### src/rtl/decoder_rr_arbiter.sv
// Round-robin arbiter for four requesters sharing one decoder-selected resource.
// A 2-bit winner index is expanded to a registered one-hot grant; ownership has a hold limit.
module decoder_rr_arbiter #(
   parameter int unsigned MAX_HOLD = 8,
   parameter int unsigned CNT_W    = 8
) (
   input  logic       clk,
   input  logic       rst,
   input  logic [3:0] req,
   input  logic [3:0] done,
   output logic [3:0] gnt,
   output logic [1:0] gnt_idx,
   output logic       gnt_valid,
   output logic       timeout
);

   typedef enum logic [0:0] {StIdle, StGrant} state_e;

   state_e           state_q, state_d;
   logic [3:0]       gnt_q, gnt_d;
   logic [1:0]       idx_q, idx_d;
   logic [CNT_W-1:0] cnt_q, cnt_d;
   logic             timeout_q, timeout_d;

   logic             found;
   logic [1:0]       winner;
   logic [1:0]       cand;

   function automatic logic [3:0] decode2to4(input logic [1:0] idx);
      logic [3:0] oh;
      oh      = 4'b0000;
      oh[idx] = 1'b1;
      return oh;
   endfunction

   // Search starts one past the last owner; offset 4 wraps back to the last owner itself.
   always_comb begin
      found  = 1'b0;
      winner = idx_q;
      cand   = idx_q;
      for (int i = 1; i <= 4; i++) begin
         cand = idx_q + 2'(i);
         if (!found && req[cand]) begin
            found  = 1'b1;
            winner = cand;
         end
      end
   end

   always_comb begin
      state_d   = state_q;
      gnt_d     = gnt_q;
      idx_d     = idx_q;
      cnt_d     = cnt_q;
      timeout_d = 1'b0;
      case (state_q)
         StIdle: begin
            gnt_d = 4'b0000;
            if (found) begin
               state_d = StGrant;
               idx_d   = winner;
               gnt_d   = decode2to4(winner);
               cnt_d   = CNT_W'(1);
            end
         end
         StGrant: begin
            // Normal release outranks the hold limit, so done on the last cycle never times out.
            if (!req[idx_q] || done[idx_q]) begin
               state_d = StIdle;
               gnt_d   = 4'b0000;
               cnt_d   = '0;
            end else if (cnt_q == CNT_W'(MAX_HOLD)) begin
               state_d   = StIdle;
               gnt_d     = 4'b0000;
               cnt_d     = '0;
               timeout_d = 1'b1;
            end else begin
               cnt_d = cnt_q + CNT_W'(1);
            end
         end
         default: begin
            state_d = StIdle;
            gnt_d   = 4'b0000;
         end
      endcase
   end

   always_ff @(posedge clk) begin
      if (rst) begin
         state_q   <= StIdle;
         gnt_q     <= 4'b0000;
         idx_q     <= 2'b11;
         cnt_q     <= '0;
         timeout_q <= 1'b0;
      end else begin
         state_q   <= state_d;
         gnt_q     <= gnt_d;
         idx_q     <= idx_d;
         cnt_q     <= cnt_d;
         timeout_q <= timeout_d;
      end
   end

   assign gnt       = gnt_q;
   assign gnt_idx   = idx_q;
   assign gnt_valid = (state_q == StGrant);
   assign timeout   = timeout_q;

endmodule
### config.mk
export PLATFORM = sky130hd
export DESIGN_NAME = decoder_rr_arbiter
export DESIGN_NICKNAME = d
export VERILOG_FILES = /design/src/rtl/decoder_rr_arbiter.sv
export SDC_FILE = /design/constraint.sdc
export NUM_CORES = 1
export LEC_CHECK = 0
export ABC_AREA = 1
export CORE_AREA = 2 2 70 72
export DETAILED_ROUTE_END_ITERATION = 12
export DIE_AREA = 0 0 72 74
export GPL_TIMING_DRIVEN = 0
export PLACE_DENSITY = 0.52
export SETUP_SLACK_MARGIN = 0.05
export SYNTH_ARGS = -nofsm -noshare
export SYNTH_HDL_FRONTEND = slang
export SYNTH_SLANG_ARGS = --single-unit
### constraint.sdc
create_clock -name clk -period 2.3 [get_ports clk]
set_input_delay 0.575 -clock clk [delete_from_list [all_inputs] [get_ports clk]]
set_output_delay 0.575 -clock clk [all_outputs]
set_load 0.02 [all_outputs]
==> metrics <==
run status=completed; Yosys warning total=0; Total Wirelength=2.69 mm; routed vias=1138; CTS tree=built; Multi-input gate area=850 um^2; CP delay by family, top=simple AND/OR/NAND/NOR gates; Final HPWL DP=2.07 mm; PortBufs=16; Area Growth Syn to Fin=21.0%; Setup TNS=0 ps; antenna fix cells=0; Worst Setup Path Type=in2reg; max-capacitance violation count=0; register area=320 um^2; Global Route Usage Sum=0.117; worst slew pin tran=between 700 and 800 ps; Avg WL per Cell=approximately 11 um; RSZ-0062 raised after global routing=false; setup violators final=0; CP Cell Sequence=clkdlybuf4s50_1, nand2_1, nand2_2, nand2_4, nand2_4, inv_2, nand3_2, clkinv_1, nand2_1, nand2_1, nand2_1, a21oi_2; Hold Path Class=reg2reg; Via density=4.52; dpl cells=~250; Critical Path RT=2410 ps; Peak Freq=0.518 GHz; commonest non-fill, non-tap cell in the layout=nand2_1; clk slew on worst S/H paths=60 ps; number of detailed-route iterations in the first pass=4; Die H=74 um; total clock sinks=16; final slew viol count=0; Num CTS Buffers=3; Core ar.=4600 um^2; power density over the cells=1160 nW/um^2; Mapped Nets=~190; drt first-iter violations=48; Resized Gates After CTS=0; register area share after synthesis=0.250; non-filler cells, final=252; vias in the first global route=about 1100; initial core utilization=0.278; Post-synth EDFFs=0; Main synth FF type=dfxtp_1; minimum clock period=1930 ps; Layout Nets=212; final hold slack=roughly 470 ps; Setup crit end kind=flip-flop; Max stage delay on crit path=530 ps; commonest cells after routing, fill and taps aside=nand2_1, nand2_2, dfxtp_1, clkdlybuf4s50_1, nand3_1; Finished Cell Area=1550 um^2; crit share post-route=0.840; startpoint types=input pin; I/O pin count=18; setup bufs post-CTS=0; peak supply drop=0.459 mV; Syn Std Cell Area=around 1300 um^2; Worst-Skew Late Latency=250 ps; GP Congestion=0.781; WP data arrival=2040 ps; initial antenna violation count=0; Post-route DRC=0; Max Buffers Root-to-Sink=2; post-synth top area cell=dfxtp_1; Synth async-reset ratio=0; hold_buf cts=0; syn avg cell area=7.14 um^2; Synth top area share=0.250; post-synth cell types=29; largest cells by area after synthesis=dfxtp_1, nand2_1, nand2_2; remaining global-route overflow=0; layout cells sized above 1=0.293; die area=5330 um^2; post-route ant nets=0; Synth Instances=roughly 180; maximum number of pins on one net before global-route repair=11; clock root buffer=clkbuf_8; Setup Skew=between 2 and 2.5 ps; layout filler cell count=507; Die X=72 um; Slew headroom=0.521; Std-Cell Rows=25; buffers and inverters on the worst path=3; Post-DP Area=1510 um^2; CP most frequent cell=nand2_1; first-pass GRT wire length=4.96 mm; crit-path max FO=7; slowest CP cell=clkdlybuf4s50_1; CTS H-tree depth=1; P_leak=0.678 nW; Hold Vio Cnt, Final=0; flop and latch count out of synthesis=16
[sequential cells by signal, indices dropped and copies added (netlist names)]
name,cells
cnt_q,8
gnt,4
gnt_idx,2
gnt_valid,1
timeout,1
[where the power goes]
part	total (mW)	internal, mW	switching (mW)
combinational	1.21	0.435	0.772
sequential	0.382	0.338	0.0443
clock	0.209	0.116	0.0925
total	1.80	0.889	0.909
[logic make-up after synthesis]
logic type                 share of synthesized area
adders and majority gates                     0.0196
and+or+nand+nor                                0.508
xor gates and xnor gates                      0.0274
DFF                                            0.250
buffers and inverters                         0.0851
AOI/OAI and AO/OA                              0.110
[final timing paths]
kind	depth (start not counted)	slack (ps)	startpoint	end
worst max register to register	11	620	gnt_idx[0]$_SDFFE_PP1P_	gnt[3]$_SDFFE_PP0P_
worst max-delay path	12	370	req[0]	gnt[1]$_SDFFE_PP0P_
worst min register to register	2	470	gnt[0]$_SDFFE_PP0P_	gnt[0]$_SDFFE_PP0P_
worst min-delay path	2	470	gnt[0]$_SDFFE_PP0P_	gnt[0]$_SDFFE_PP0P_
[cell type report]
type	count	share of cell area
buffer	6	0.0299
clock buffer	3	0.0267
multi-input combinational	141	0.549
sequential	16	0.207
tap	54	0.0437
inverter	16	0.0404
timing repair buffer	16	0.103
[through the flow]
step           power (mW)  worst slack [ps]   util
2_1_floorplan        1.33               691      -
3_3_place_gp         1.62              93.1  0.328
3_5_place_dp         1.61              99.4  0.328
4_1_cts              1.83               358  0.337
5_1_grt              1.98               229  0.337
6_report             1.80               368  0.337
[layer usage]
layer | vias to the layer above | global-route usage | routed length [um]
met3 | 5 | 0.0122 | 74
met4 | 0 | 0.0503 | 57
met5 | - | 0 | 0
met1 | 505 | 0.164 | 1440
li1 | 612 | - | -
met2 | 16 | 0.184 | 1120
[cells in the mapped netlist, types with 3 or more instances]
master    n
a21oi_1   6
a21oi_2   9
buf_6     3
dfxtp_1  16
inv_1    10
inv_2     4
nand2_1  53
nand2_2  19
nand2_4   7
nand3_1  12
nand4_1   5
nor2_1    3
nor3_1    4
o21ai_0   3
xor2_1    4
[worst register-to-register path: stages, from the launching register on]
cell,delay [ps]
dfxtp_1,440
inv_2,70
buf_6,150
nand2_1,60
nand2_1,40
nand2_1,60
nand2_1,90
nor2_4,250
nand2_4,80
nor2_4,150
nand2_1,80
a21oi_2,130
Note: power is estimated with default switching activity, not from simulation.
